File: src/rtl/cam_sccb_config.sv
// OV7670 power-up sequencer: walks a {reg, value} table and issues one SCCB
// 3-phase write per entry, with inline delay and end markers.
module cam_sccb_config #(
   parameter int unsigned CLK_DIV      = 62,
   parameter logic [7:0]  DEV_ID       = 8'h42,
   parameter int unsigned DELAY_CYCLES = 250000,
   parameter int unsigned ROM_AW       = 8
) (
   input  logic              clk,
   input  logic              rst,
   input  logic              start,
   output logic [ROM_AW-1:0] rom_addr,
   input  logic [15:0]       rom_data,
   output logic              sioc,
   output logic              siod_o,
   output logic              siod_oe,
   output logic              busy,
   output logic              done
);
   localparam int unsigned QW = (CLK_DIV > 1) ? $clog2(CLK_DIV) : 1;
   localparam int unsigned DW = (DELAY_CYCLES > 1) ? $clog2(DELAY_CYCLES) : 1;
   localparam int unsigned FW = 27;
   localparam int unsigned BW = 5;
   localparam logic [15:0] MARK_END = 16'hFFFF;
   localparam logic [15:0] MARK_DLY = 16'hFFF0;

   typedef enum logic [3:0] {
      S_IDLE, S_FETCH, S_DECODE, S_START, S_BITS, S_STOP, S_GAP, S_DELAY, S_DONE
   } state_t;

   state_t          state, state_d;
   logic [QW-1:0]   qcnt, qcnt_d;
   logic [1:0]      qidx, qidx_d;
   logic [BW-1:0]   bcnt, bcnt_d;
   logic [FW-1:0]   sreg, sreg_d;
   logic [DW-1:0]   dcnt, dcnt_d;
   logic [ROM_AW-1:0] addr_d;
   logic            sioc_d, siod_d, oe_d, busy_d, done_d;
   logic            tick, advance, ack;

   // Next-state logic; pin values are derived from the next state so they
   // toggle on the same edge the quarter index advances.
   always_comb begin
      state_d = state;
      qcnt_d  = '0;
      qidx_d  = qidx;
      bcnt_d  = bcnt;
      sreg_d  = sreg;
      dcnt_d  = '0;
      addr_d  = rom_addr;
      advance = 1'b0;
      tick    = (qcnt == QW'(CLK_DIV - 1));

      case (state)
         S_IDLE, S_DONE: begin
            if (start) begin
               state_d = S_FETCH;
               addr_d  = '0;
            end
         end
         S_FETCH: state_d = S_DECODE;
         S_DECODE: begin
            if (rom_data == MARK_END) begin
               state_d = S_DONE;
            end else if (rom_data == MARK_DLY) begin
               state_d = S_DELAY;
            end else begin
               sreg_d  = {DEV_ID, 1'b0, rom_data[15:8], 1'b0, rom_data[7:0], 1'b0};
               qidx_d  = '0;
               bcnt_d  = '0;
               state_d = S_START;
            end
         end
         S_START, S_BITS, S_STOP, S_GAP: begin
            qcnt_d = tick ? '0 : qcnt + QW'(1);
            if (tick) begin
               qidx_d = qidx + 2'd1;
               if (qidx == 2'd3) begin
                  case (state)
                     S_START: state_d = S_BITS;
                     S_BITS: begin
                        sreg_d = {sreg[FW-2:0], 1'b0};
                        bcnt_d = bcnt + BW'(1);
                        if (bcnt == BW'(FW - 1)) state_d = S_STOP;
                     end
                     S_STOP:  state_d = S_GAP;
                     default: advance = 1'b1;
                  endcase
               end
            end
         end
         S_DELAY: begin
            if (dcnt == DW'(DELAY_CYCLES - 1)) advance = 1'b1;
            else dcnt_d = dcnt + DW'(1);
         end
         default: state_d = S_IDLE;
      endcase

      // Last table slot ends the walk even without an end marker
      if (advance) begin
         if (rom_addr == '1) begin
            state_d = S_DONE;
         end else begin
            addr_d  = rom_addr + ROM_AW'(1);
            state_d = S_FETCH;
         end
      end

      ack    = (bcnt_d == BW'(8)) || (bcnt_d == BW'(17)) || (bcnt_d == BW'(26));
      sioc_d = 1'b1;
      siod_d = 1'b1;
      oe_d   = 1'b1;
      busy_d = (state_d != S_IDLE) && (state_d != S_DONE);
      done_d = (state_d == S_DONE);
      case (state_d)
         S_START: begin
            sioc_d = (qidx_d != 2'd3);
            siod_d = (qidx_d == 2'd0);
         end
         S_BITS: begin
            sioc_d = qidx_d[1];
            siod_d = sreg_d[FW-1];
            oe_d   = ~ack;
         end
         S_STOP: begin
            sioc_d = (qidx_d != 2'd0);
            siod_d = qidx_d[1];
         end
         default: ;
      endcase
   end

   always_ff @(posedge clk or negedge rst) begin
      if (!rst) begin
         state    <= S_IDLE;
         qcnt     <= '0;
         qidx     <= '0;
         bcnt     <= '0;
         sreg     <= '0;
         dcnt     <= '0;
         rom_addr <= '0;
         sioc     <= 1'b1;
         siod_o   <= 1'b1;
         siod_oe  <= 1'b1;
         busy     <= 1'b0;
         done     <= 1'b0;
      end else begin
         state    <= state_d;
         qcnt     <= qcnt_d;
         qidx     <= qidx_d;
         bcnt     <= bcnt_d;
         sreg     <= sreg_d;
         dcnt     <= dcnt_d;
         rom_addr <= addr_d;
         sioc     <= sioc_d;
         siod_o   <= siod_d;
         siod_oe  <= oe_d;
         busy     <= busy_d;
         done     <= done_d;
      end
   end
endmodule
File: config.mk
export PLATFORM = sky130hd
export DESIGN_NAME = cam_sccb_config
export DESIGN_NICKNAME = d
export VERILOG_FILES = /design/src/rtl/cam_sccb_config.sv
export SDC_FILE = /design/constraint.sdc
export NUM_CORES = 1
export LEC_CHECK = 0
export BUFFER_PORTS_ARGS = -buffer_cell sky130_fd_sc_hd__buf_2
export CORE_MARGIN = 1.5
export CORE_UTILIZATION = 45
export DETAILED_ROUTE_END_ITERATION = 7
export SYNTH_ARGS = -nofsm -noshare
export SYNTH_HDL_FRONTEND = slang
export SYNTH_SLANG_ARGS = --single-unit
File: constraint.sdc
create_clock -name clk -period 3.52 [get_ports clk]
set_input_delay 0.704 -clock clk [delete_from_list [all_inputs] [get_ports clk]]
set_output_delay 0.704 -clock clk [all_outputs]
set_load 0.01 [all_outputs]
Word level (Yosys, flattened, before mapping). Cells that the tools add are included.

Bits in writable memories: 0. Input port bits: 19. Register bits after elaboration: 75. Memories: 0. Latch bits: 0. Bits in read-only memories: 0. Output and inout bits: 13.

Divide/modulo/power cells: 0. Reduce and logical (&&, ||, !) cells: 12. $mul: 0. Multiplexer cells: 42. Add/subtract/negate cells: 5. Shift operators: 0. Equal/unequal tests: 29. Bitwise logic cells: 1. Order comparisons: 0.

Operators by type and width (count): 27-bit two-way mux (5); 27-bit case mux with 2 select lines (1); 18-bit two-way mux (2); 16-bit == test (second input constant) (2); 8-bit two-way mux (4); 4-bit two-way mux (7); 5-bit two-way mux (5); 4-bit by 3-bit == test with 1-bit output (second input constant) (6); 4-bit case mux with 5 select lines (1); 18-bit by 1-bit adder with 18-bit output (second input constant) (1); 18-bit == test (second input constant) (1); 5-bit == test (second input constant) (3); 4-bit by 2-bit == test with 1-bit output (second input constant) (3); 6-bit two-way mux (2); 2-bit != test (second input constant) (6); 4-bit case mux with 3 select lines (1); 5-bit case mux with 2 select lines (1); 8-bit by 1-bit adder with 8-bit output (second input constant) (1); 4-bit == test (second input constant) (2); 8-bit == test (second input constant) (1); 6-bit by 1-bit adder with 6-bit output (second input constant) (1); 6-bit == test (second input constant) (1); 2-bit two-way mux (3); 1-bit case mux with 3 select lines (2); 21 further kinds (27).

Logic depth before layout (Yosys ltp).
Word-level depth: 10. Depth in mapped cells: 10. Depth with buffers taken out: 9.

Worst setup path before layout. Ideal clock, no wire load.

Kind: input to register. Start: input rom_data[14]. End: register busy. Required time: 3389 ps. Path slack: 1171 ps. Library setup time: 131 ps. Buffers on the path: 0. Arrival: 2218 ps. Cell stages on the path: 6. Cells stage by stage: nand4_1 -> nor4_1 -> nor2_1 -> a2111oi_2 -> o21ai_2 -> or3_1.

RTL lines: start, declared (RTL line 13) `input logic [15:0] rom_data,`; 16-bit == test * (RTL line 63) `if (rom_data == MARK_END) begin`; 4-bit two-way mux * (RTL line 63); 4-bit case mux with 5 select lines * (RTL line 54) `case (state)`; 4-bit two-way mux * (RTL line 100) `if (advance) begin`; via state_d[0] (RTL line 31) `state_t state, state_d;`; 4-bit != test or 4-bit nonzero test (tied branches) (RTL line 113) `busy_d = (state_d != S_IDLE) && (state_d != S_DONE);`; 1-bit logical AND * (RTL line 113); via busy_d (RTL line 38) `logic sioc_d, siod_d, oe_d, busy_d, done_d;`; end signal, assigned (RTL line 158) `busy <= busy_d;`; end, declared (RTL line 17) `output logic busy,`.

Mark *: on every way through the listed nets, which the timed path passes. The rest lies on a longest branch. A chain may end at the register's enable or synchronous reset.

Worst setup path in the final report.
Start: register qcnt[1]. End: register siod_o.

Longest elaborated chain between the ends: 6.

RTL lines: start, declared (RTL line 32) `logic [QW-1:0] qcnt, qcnt_d;`; start signal, assigned (RTL line 149) `qcnt <= qcnt_d;`; 6-bit == test * (RTL line 52) `tick = (qcnt == QW'(CLK_DIV - 1));`; 4-bit two-way mux or 1-bit two-way mux (tied branches) (RTL line 76) `if (tick) begin`; 4-bit case mux with 5 select lines or 1-bit case mux with 2 select lines (tied branches) (RTL line 54); 4-bit two-way mux (RTL line 100); 4-bit by 3-bit == test with 1-bit output or 4-bit by 2-bit == test with 1-bit output (tied branches) (RTL line 115) `case (state_d)`; 1-bit case mux with 3 select lines * (RTL line 115); via siod_d (RTL line 38); end signal, assigned (RTL line 156) `siod_o <= siod_d;`; end, declared (RTL line 15) `output logic siod_o,`.

Mark *: on every way through the listed nets, which the timed path passes. The rest lies on a longest branch. The select of a mux whose other input is x is not followed.

==> flow_summary.toml <==
[power]
cellPowerDensity_nw_per_um2 = 517
power.leakage_nw = 1.83
vdd.ir_drop.worst_mv = 0.237

[clock_network]
cts_resized = 0
numCtsBuffers = 9
tritoncts = "yes"
root_buffer = "clkbuf_8"
post_cts_hold_buffer_count = 0
clkSinkCount = 74
cts_post_setup_buffers_inserted = 0
cts.path.max_buffers = 2
cts_clk_pin_slew_worst_paths_ns = 0.08
clock_insertion_delay_worst_skew_ns = 0.35
htreeDepth = 3

[min_path]
hold_path.class = "flip-flop to flip-flop"

[final_layout]
ant_diodes = 0
number_of_standard_cells_in_the_layout_taps_in_and_fillers_out = 503
area_growth_syn_to_layout_pct = 10.3
design.final.nets = 419
layout_common_cells = "dfrtp_1 (71), nor2_1 (40), buf_2 (30)"
most_frequent_standard_cell_in_the_layout_excluding_fill_and_tap_cells = "dfrtp_1"
drive_gt1_frac = 0.176

[drt]
drtIter0Drc = 196
vias = 2805
antenna_violating_nets_post_route = 0
route.detailed.drc = 0
wirelength_um = 7390
drtPass1Iterations = 7
ratio_of_routed_vias_to_standard_cells = 5.58
routed_wire_length_per_instance_um = 14.7

[grt]
grt_start_max_net_pins = 75
wire_length_of_the_first_global_routing_pass_um = 12400
first_global_vias = 2585
grt_util_all_layers = 0.181
globalRouteOverflowTotal = 0
grt_antenna_before_repair = 0

[placed_design]
gpl.final_weighted_congestion = 0.786
port_buffers = 31
placed_cells = 487
detailedPlacementHpwl_um = 5240

[logic_synthesis]
synth_edf_count = 0
synth_flop_cell = "dfrtp_1"
syn-cell-area_um2 = 3730
syn-instance-count = 362
synth_cell_type_count = 59
ys_seq_area_frac = 0.497
yosys_register_bits = 74
mappedNetlistNets = 388
avgSynthCellArea_um2 = 10.3
async_reset_ff_frac = 1.00
synth.yosys.warnings = 0

[outcome]
run_status = "finished, final reports clean"

[flow_run]
drv.max_cap_violation_count = 0

[worst_setup_path]
worstPathRequired_ns = 3.79
critPathArrivalTime_ns = 2.93
setup.worst_path.class = "flip-flop to flip-flop"
cp-start-kind = "flip-flop"
end_kind = "flip-flop"
worstPathMaxFanout = 8

[floorplan]
num_io_pins = 32
floorplan.rows = 33
die_height_um = 94.1
coreArea_um2 = 8130
start_util = 0.459
dieArea_um2 = 8850
die-width_um = 94.1

[sta]
maxClockFrequency_ghz = 0.376
final.setup_skew_ns = 0.0160
period_share = 0.755
finalHoldViolCount = 0
setup-tns-final_ns = 0
worst_pin_slew_ns = 0.904
maxSlewHeadroom = 0.398
final-max-slew-violation-count = 0
final.min_clock_period_ns = 2.66
timing.final.setup_violations = 0
rsz0062_at_grt = "false"
==> synth_stat cells (all sizes together), types with 8 or more instances <==
| cell | number | area (µm²) |
|---|---|---|
| a21oi | 10 | 53.8 |
| nand4 | 11 | 68.8 |
| nand3 | 18 | 90.1 |
| dfrtp | 71 | 1780 |
| xnor2 | 11 | 96.3 |
| a222oi | 15 | 150 |
| o21ai | 15 | 78.8 |
| nand2 | 27 | 114 |
| inv | 26 | 97.6 |
| buf | 8 | 65.1 |
| nor2 | 40 | 150 |
| xor2 | 10 | 87.6 |
| a22o | 8 | 70.1 |
==> flip-flops by register name, indices dropped and copies added (netlist names) <==
register,count
qidx,2
sreg,26
state,4
siod_oe,1
rom_addr,8
siod_o,1
done,1
busy,1
dcnt,18
qcnt,6
bcnt,5
sioc,1
==> layout make-up <==
| type | instances | area, µm² |
|---|---|---|
| fillers | 774 | 4020 |
| flip-flops and latches | 74 | 1860 |
| multi-input cells | 249 | 1700 |
| repair buffers | 33 | 173 |
| clock buffers | 11 | 131 |
| well taps | 105 | 131 |
| inverters | 26 | 97.6 |
| clock inverters | 5 | 31.3 |
==> critical path, stage by stage, from the launching register on <==
cell and delay [ns]:
dfrtp_1 0.39, inv_1 0.06, ha_1 0.16, nand4_1 0.35, nor2_1 0.42, a32o_1 0.23
nand2_1 0.15, a2111oi_2 0.50, mux2i_1 0.22, o21ai_0 0.10
==> per-layer routing <==
layer | track usage | routed length [µm]
met1 | 0.251 | 3650
met2 | 0.275 | 3400
met4 | 0.0883 | 131
met5 | 0 | 0
met3 | 0.0291 | 195
==> where the power goes <==
group	internal [mW]	switching [mW]	total (mW)
clock	0.254	0.308	0.562
combinational	0.197	0.233	0.430
sequential	1.01	0.130	1.14
==> worst paths after layout <==
path | from | end | slack, ns | depth (start not counted)
min reg2reg | dcnt[0] | dcnt[0] | 0.46 | 1
max in group asynchronous | rst | dcnt[17] | 2.45 | 1
max | qcnt[1] | siod_o | 0.86 | 9
min in group asynchronous | rst | qcnt[2] | 0.48 | 1
max reg2reg | qcnt[1] | siod_o | 0.86 | 9
min | dcnt[0] | dcnt[0] | 0.46 | 1
==> cells by family after synthesis <==
logic type | after synthesis | share of synthesized area
compound gates | 81 | 0.177
xor+xnor | 21 | 0.0492
fa+ha+maj | 7 | 0.0234
buf+inv | 39 | 0.0486
flops | 74 | 0.497
mux | 3 | 0.00804
simple gates | 137 | 0.197
==> through the flow <==
| stage | setup WS (ns) | hold WS [ns] | total power, mW | cell area, µm² | util |
|---|---|---|---|---|---|
| finish | 0.861 | 0.462 | 2.13 | 4120 | 0.506 |
| floorplan | 1.17 | 0.408 | 1.46 | 3730 | - |
| global route | 0.593 | 0.475 | 2.26 | 4120 | 0.506 |
| global placement | 0.706 | 0.442 | 1.57 | 3960 | 0.486 |
| CTS | 0.856 | 0.465 | 2.15 | 4120 | 0.506 |
| detailed placement | 0.654 | 0.457 | 1.59 | 3960 | 0.486 |
No activity file was read; power rests on OpenSTA's default activity.
